[config.mk]
export PLATFORM = sky130hd
export DESIGN_NAME = nubus_cpu_arbiter
export DESIGN_NICKNAME = d
export VERILOG_FILES = /design/src/rtl/nubus_cpu_arbiter.sv
export SDC_FILE = /design/constraint.sdc
export NUM_CORES = 1
export LEC_CHECK = 0
export CAP_MARGIN = 40
export CORE_AREA = 2 2 164 166
export DETAILED_ROUTE_END_ITERATION = 10
export DIE_AREA = 0 0 166 168
export HOLD_SLACK_MARGIN = 0.02
export SETUP_SLACK_MARGIN = 0.15
export SYNTH_ARGS = -nofsm -noshare
export SYNTH_HDL_FRONTEND = slang
export SYNTH_SLANG_ARGS = --single-unit
[constraint.sdc]
create_clock -name nub_clkn -period 3.1 [get_ports nub_clkn]
set_input_delay 0.31 -clock nub_clkn [delete_from_list [all_inputs] [get_ports nub_clkn]]
set_output_delay 0.31 -clock nub_clkn [all_outputs]
set_load 0.03 [all_outputs]
[src/rtl/nubus_cpu_arbiter.sv]
// rtl/nubus_cpu_arbiter.sv - round-robin arbiter of NCH requesters onto one NuBus CPU master port
module nubus_cpu_arbiter #(
    parameter int NCH       = 4,
    parameter int TIMEOUT   = 255,
    parameter int LOCK_HOLD = 15
) (
    input  logic                     nub_clkn,
    input  logic                     nub_resetn,
    input  logic [NCH-1:0]           ch_valid,
    input  logic [NCH*32-1:0]        ch_addr,
    input  logic [NCH*32-1:0]        ch_wdata,
    input  logic [NCH*4-1:0]         ch_write,
    input  logic [NCH-1:0]           ch_lock,
    output logic [NCH-1:0]           ch_ready,
    output logic                     ch_err,
    output logic [31:0]              ch_rdata,
    output logic                     cpu_valid,
    output logic [31:0]              cpu_addr,
    output logic [31:0]              cpu_wdata,
    output logic [3:0]               cpu_write,
    output logic                     cpu_lock,
    input  logic                     cpu_ready,
    input  logic [31:0]              cpu_rdata,
    output logic [$clog2(NCH)-1:0]   grant
);

    localparam int GW  = $clog2(NCH);
    localparam int WCW = (TIMEOUT > 0) ? $clog2(TIMEOUT + 1) : 1;
    localparam int HCW = (LOCK_HOLD > 0) ? $clog2(LOCK_HOLD + 1) : 1;
    // Abort fires on the edge where the wait count would reach TIMEOUT.
    localparam logic [WCW-1:0] TO_LAST   = (TIMEOUT > 0) ? WCW'(TIMEOUT - 1) : '0;
    localparam logic [HCW-1:0] HOLD_LAST = (LOCK_HOLD > 0) ? HCW'(LOCK_HOLD - 1) : '0;

    typedef enum logic [1:0] {
        S_IDLE  = 2'd0,
        S_ISSUE = 2'd1,
        S_DONE  = 2'd2,
        S_HOLD  = 2'd3
    } state_e;

    state_e           state_q, state_d;
    logic [GW-1:0]    rr_ptr_q, rr_ptr_d;
    logic [GW-1:0]    grant_q, grant_d;
    logic             cpu_valid_q, cpu_valid_d;
    logic [31:0]      cpu_addr_q, cpu_addr_d;
    logic [31:0]      cpu_wdata_q, cpu_wdata_d;
    logic [3:0]       cpu_write_q, cpu_write_d;
    logic             cpu_lock_q, cpu_lock_d;
    logic [NCH-1:0]   ch_ready_q, ch_ready_d;
    logic             ch_err_q, ch_err_d;
    logic [31:0]      ch_rdata_q, ch_rdata_d;
    logic [WCW-1:0]   wait_cnt_q, wait_cnt_d;
    logic [HCW-1:0]   hold_cnt_q, hold_cnt_d;

    logic             sel_found;
    logic [GW-1:0]    sel_idx;
    logic [GW-1:0]    load_idx;
    logic [31:0]      load_addr;
    logic [31:0]      load_wdata;
    logic [3:0]       load_write;
    logic             load_lock;
    logic             ready_hit;
    logic             timeout_hit;
    logic             issue_start;

    // Cyclic search: lowest requester at/after rr_ptr, else lowest requester overall.
    always_comb begin
        sel_found = 1'b0;
        sel_idx   = '0;
        for (int j = NCH - 1; j >= 0; j--) begin
            if (ch_valid[j]) begin
                sel_found = 1'b1;
                sel_idx   = GW'(j);
            end
        end
        for (int j = NCH - 1; j >= 0; j--) begin
            if (ch_valid[j] && (GW'(j) >= rr_ptr_q)) begin
                sel_idx = GW'(j);
            end
        end
    end

    // Request fields of the channel about to be issued (new winner, or the locked owner).
    always_comb begin
        load_idx   = (state_q == S_HOLD) ? grant_q : sel_idx;
        load_addr  = '0;
        load_wdata = '0;
        load_write = '0;
        load_lock  = 1'b0;
        for (int i = 0; i < NCH; i++) begin
            if (GW'(i) == load_idx) begin
                load_addr  = ch_addr[32*i +: 32];
                load_wdata = ch_wdata[32*i +: 32];
                load_write = ch_write[4*i +: 4];
                load_lock  = ch_lock[i];
            end
        end
    end

    // Completion events; a cpu_ready with no outstanding request is ignored.
    always_comb begin
        ready_hit   = (state_q == S_ISSUE) && cpu_valid_q && cpu_ready;
        timeout_hit = (TIMEOUT > 0) && (state_q == S_ISSUE) && cpu_valid_q &&
                      !cpu_ready && (wait_cnt_q == TO_LAST);
    end

    // FSM state register.
    always_ff @(posedge nub_clkn or negedge nub_resetn) begin
        if (!nub_resetn) begin
            state_q <= S_IDLE;
        end else begin
            state_q <= state_d;
        end
    end

    // FSM next-state logic.
    always_comb begin
        state_d = state_q;
        case (state_q)
            S_IDLE: begin
                if (sel_found) state_d = S_ISSUE;
            end
            S_ISSUE: begin
                if (ready_hit || timeout_hit) state_d = S_DONE;
            end
            S_DONE: begin
                state_d = (cpu_lock_q && !ch_err_q && (LOCK_HOLD > 0)) ? S_HOLD : S_IDLE;
            end
            S_HOLD: begin
                if (ch_valid[grant_q]) begin
                    state_d = S_ISSUE;
                end else if (!ch_lock[grant_q] || (hold_cnt_q == HOLD_LAST)) begin
                    state_d = S_IDLE;
                end
            end
            default: state_d = S_IDLE;
        endcase
    end

    // FSM outputs and datapath next values.
    always_comb begin
        rr_ptr_d    = rr_ptr_q;
        grant_d     = grant_q;
        cpu_valid_d = cpu_valid_q;
        cpu_addr_d  = cpu_addr_q;
        cpu_wdata_d = cpu_wdata_q;
        cpu_write_d = cpu_write_q;
        cpu_lock_d  = cpu_lock_q;
        ch_ready_d  = ch_ready_q;
        ch_err_d    = ch_err_q;
        ch_rdata_d  = ch_rdata_q;
        wait_cnt_d  = wait_cnt_q;
        hold_cnt_d  = hold_cnt_q;
        issue_start = (state_d == S_ISSUE) && (state_q != S_ISSUE);

        if (issue_start) begin
            grant_d     = load_idx;
            cpu_valid_d = 1'b1;
            cpu_addr_d  = load_addr;
            cpu_wdata_d = load_wdata;
            cpu_write_d = load_write;
            cpu_lock_d  = load_lock;
            wait_cnt_d  = '0;
        end

        case (state_q)
            S_ISSUE: begin
                if (ready_hit) begin
                    cpu_valid_d = 1'b0;
                    ch_ready_d  = {{(NCH-1){1'b0}}, 1'b1} << grant_q;
                    ch_err_d    = 1'b0;
                    ch_rdata_d  = cpu_rdata;
                end else if (timeout_hit) begin
                    // An aborted transfer also breaks any lock sequence.
                    cpu_valid_d = 1'b0;
                    cpu_lock_d  = 1'b0;
                    ch_ready_d  = {{(NCH-1){1'b0}}, 1'b1} << grant_q;
                    ch_err_d    = 1'b1;
                    ch_rdata_d  = 32'hFFFF_FFFF;
                end else if (wait_cnt_q != '1) begin
                    wait_cnt_d = wait_cnt_q + WCW'(1);
                end
            end
            S_DONE: begin
                ch_ready_d = '0;
                ch_err_d   = 1'b0;
                rr_ptr_d   = (grant_q == GW'(NCH - 1)) ? '0 : grant_q + GW'(1);
                hold_cnt_d = '0;
            end
            S_HOLD: begin
                if (!issue_start && (hold_cnt_q != '1)) begin
                    hold_cnt_d = hold_cnt_q + HCW'(1);
                end
            end
            default: ;
        endcase

        if ((state_d == S_IDLE) && (state_q != S_IDLE)) begin
            cpu_lock_d = 1'b0;
        end
    end

    // Datapath registers.
    always_ff @(posedge nub_clkn or negedge nub_resetn) begin
        if (!nub_resetn) begin
            rr_ptr_q    <= '0;
            grant_q     <= '0;
            cpu_valid_q <= 1'b0;
            cpu_addr_q  <= '0;
            cpu_wdata_q <= '0;
            cpu_write_q <= '0;
            cpu_lock_q  <= 1'b0;
            ch_ready_q  <= '0;
            ch_err_q    <= 1'b0;
            ch_rdata_q  <= '0;
            wait_cnt_q  <= '0;
            hold_cnt_q  <= '0;
        end else begin
            rr_ptr_q    <= rr_ptr_d;
            grant_q     <= grant_d;
            cpu_valid_q <= cpu_valid_d;
            cpu_addr_q  <= cpu_addr_d;
            cpu_wdata_q <= cpu_wdata_d;
            cpu_write_q <= cpu_write_d;
            cpu_lock_q  <= cpu_lock_d;
            ch_ready_q  <= ch_ready_d;
            ch_err_q    <= ch_err_d;
            ch_rdata_q  <= ch_rdata_d;
            wait_cnt_q  <= wait_cnt_d;
            hold_cnt_q  <= hold_cnt_d;
        end
    end

    assign ch_ready  = ch_ready_q;
    assign ch_err    = ch_err_q;
    assign ch_rdata  = ch_rdata_q;
    assign cpu_valid = cpu_valid_q;
    assign cpu_addr  = cpu_addr_q;
    assign cpu_wdata = cpu_wdata_q;
    assign cpu_write = cpu_write_q;
    assign cpu_lock  = cpu_lock_q;
    assign grant     = grant_q;

endmodule

==> impl_metrics.csv <==
group,metric,value,unit
clocking,path_clk_slew,0.07,ns
placement,gp_congestion,0.8169,
cells_and_area,post_route_cells_drive_above_1_share,0.08994,
cells_and_area,nets,1433,
setup_path,crit_fanout,37,
synth,synth_top_area_cell,"dfrtp_1",
power_and_ir_drop,pwr-share-seq,0.220,
synth,synth_area,7233,um2
placement,place_inst,1431,
setup_path,setup.worst_path.end,"cpu_addr[23]",
sta,finalCritPeriodShare,0.7340,
cells_and_area,multi_input_area,3809,um2
synth,synth_common_cells,"mux2i_1 (143), dfrtp_1 (125), nand2_1 (81), nor2_1 (78), nand3_1 (42)",
setup_path,startpoint_type,"flip-flop",
placement,io_buffers,423,
detailed_routing,drc,0,
floorplan,start_util,0.2745,
power_and_ir_drop,p_leak,5.338,nW
cells_and_area,fill_cells,2431,
sta,hold_viol,0,
setup_path,r2r_slack,0.82,ns
sta,report.final.slew_viol_count,0,
power_and_ir_drop,peakVddDrop,0.0005541,V
clocking,clk_latency,0.43,ns
global_route,grt.overflow.total,0,
synth,netlist_instances,696,
power_and_ir_drop,switching_share,0.4545,
sta,min_period,2.276,ns
global_route,grt_pass1_wl,44.04,mm
detailed_routing,drt_iter0_markers,312,
cells_and_area,instances_no_fill,1465,
synth,synth.distinct_cells,49,
clocking,cts_tree,"done",
outcome,status,"completed",
sta,tightestPinTransition,0.6664,ns
floorplan,die-area,27890,um2
setup_path,crit_start,"rr_ptr_q[1]",
clocking,h-tree-depth,4,
synth,yosysTopAreaCellShare,0.4325,
sta,setup_viol,0,
clocking,cts-root-buf,"clkbuf_16",
cells_and_area,utilization,0.4753,
synth,synth_edf_count,0,
clocking,clk_path_buf_depth,2,
sta,max_slew_margin,0.5557,
synth,ys.warnings.count,0,
detailed_routing,via_per_inst,4.810,
clocking,cts_buffers,17,
setup_path,crit_arrival,2.59,ns
sta,skew,0.02418,ns
cells_and_area,register_area,3128,um2
floorplan,pin_count,424,
synth,async_flop_share,1.000,
power_and_ir_drop,cellInternalPower,7.196,mW
clocking,cts.sinks,125,
global_route,grt_use_total,0.2029,
detailed_routing,dr.pass1.iters,4,
detailed_routing,wire_per_inst,19.69,um
setup_path,worst_setup_path_end_kind,"flip-flop",
synth,synth.area.top_cells,"dfrtp_1 (43%), mux2i_1 (20%), a221oi_2 (7.1%), a221oi_1 (4.4%), nand2_1 (4.2%)",
worst_hold_path,hold_class,"in -> async",
setup_path,regToRegEndpoint,"cpu_addr[23]",
detailed_routing,ant_nets,0,
power_and_ir_drop,p_per_area,1053,nW/um2
power_and_ir_drop,switchingPower,5.996,mW
global_route,antenna_found_initial,1,
setup_path,crit_type,"reg -> reg",
floorplan,die_y,168,um
detailed_routing,vias,7047,
power_and_ir_drop,pwr-share-comb,0.631,
sta,max_freq,439.5,MHz
synth,yosysSeqAreaShare,0.4325,
floorplan,placement_rows,60,
sta,rsz0062_at_grt,"no",
setup_path,worstPathRequired,3.41,ns
power_and_ir_drop,p_clk_frac,0.149,
sta,setup_ws,0.8245,ns
synth,synth_flop_cell,"dfrtp_1",
synth,syn_area_per_cell,10.39,um2
setup_path,reg2reg_depth,8,
synth,syn_nets,1019,
global_route,grt_max_degree,68,
detailed_routing,wl,28.85,mm
cells_and_area,syn2layout_area_growth,73.15,%
floorplan,die_w,166,um
synth,yosysMostFrequentCell,"mux2i_1",
floorplan,coreArea,26350,um2
placement,dp_slack,0.4199,ns
setup_path,reg2reg_from,"rr_ptr_q[1]",
global_route,grt_pass1_vias,7259,
clocking,post_cts_resized,0,
sta,tns,0,ns
flow_run,drv_cap,0,
synth,ys_ff_latch,125,
placement,dp.final_hpwl,21.88,mm
-- cell families after synthesis --
family	Yosys count	synth area share
AOI/OAI and AO/OA	117	0.1586
adders and majority gates	8	0.01384
buffers and inverters	64	0.04394
DFF	125	0.4325
muxes	146	0.2057
and+or+nand+nor	236	0.1455
-- power groups by stage --
stage	Combinational [mW]	Clock [mW]	Sequential (mW)
after floorplan	3.91	0	4.20
after global placement	8.34	0	2.91
after detailed placement	8.42	0	2.90
after CTS	8.43	2.02	2.90
after global routing	8.86	2.09	3.00
final	8.32	1.97	2.90
-- metrics by stage --
stage / cell area, um2 / hold slack [ns] / power [mW]
floorplan: 7233 / 0.01441 / 8.106
global placement: 11950 / 0.3415 / 11.25
detailed placement: 11950 / 0.3344 / 11.32
CTS: 12520 / 0.4147 / 13.36
global route: 12520 / 0.4410 / 13.96
finish: 12520 / 0.4064 / 13.19
-- final cells by class --
class                   count  area share
multi-input cells         507      0.3041
repair buffers            448      0.3633
clock inverters            14     0.01099
diodes                      1   0.0001998
clock buffers              18     0.03427
inverters                  11    0.003297
well taps                 341     0.03407
flip-flops and latches    125      0.2498
-- what timing repair did --
| item | CTS | global route |
|---|---|---|
| endpoints found under the hold margin | 58 | 0 |
| setup buffers | 0 | 0 |
| hold buffers | 1 | 0 |
-- critical path, cell delays in order (launching register included) --
cell and delay (ns):
dfrtp_1 0.44, nor2b_1 0.16, o21ai_1 0.20, mux2i_1 0.19, nor2_4 0.20, buf_12 0.20, buf_12 0.28, mux2i_1 0.13
a221oi_1 0.31
-- per-layer routing --
layer  GRT usage  vias to the layer above  wire length, um
met1      0.2510                     3362            12080
li1            -                     3395                -
met2      0.3453                      256            14310
met4     0.05822                        0              625
met5           0                        -                0
met3     0.05853                       34             1837
-- layout by cell type (no fill, tap or decap), drive strengths merged, types with 4 or more instances in the layout --
cell and instances:
nand4 4, nor2b 6, and3 5, a21oi 9, and4 4, nand3 42, nand2 81, buf 25
clkbuf 18, nor2 79, mux2i 143, ha 8, nand2b 4, clkinvlp 5, dfrtp 125, a221oi 70
inv 16, o21ai 15, clkdlybuf4s50 422
-- state kept, by name, summed over array words and instances, names as in the netlist --
register and flops:
cpu_write 4, ch_err 1, state_q 2, grant 2, hold_cnt_q 4, cpu_valid 1, wait_cnt_q 8, cpu_addr 32
ch_ready 4, cpu_lock 1, ch_rdata 32, rr_ptr_q 2, cpu_wdata 32
-- worst min-delay path by stage --
stage / slack [ns] / cells past startpoint / to
finish: 0.41 / 2 / ch_ready[2]
CTS: 0.41 / 3 / ch_rdata[6]
global route: 0.44 / 3 / ch_rdata[30]
floorplan: 0.01 / 0 / ch_err
global placement: 0.34 / 1 / ch_ready[2]
detailed placement: 0.33 / 1 / ch_ready[2]
(Power assumes the default switching activity.)
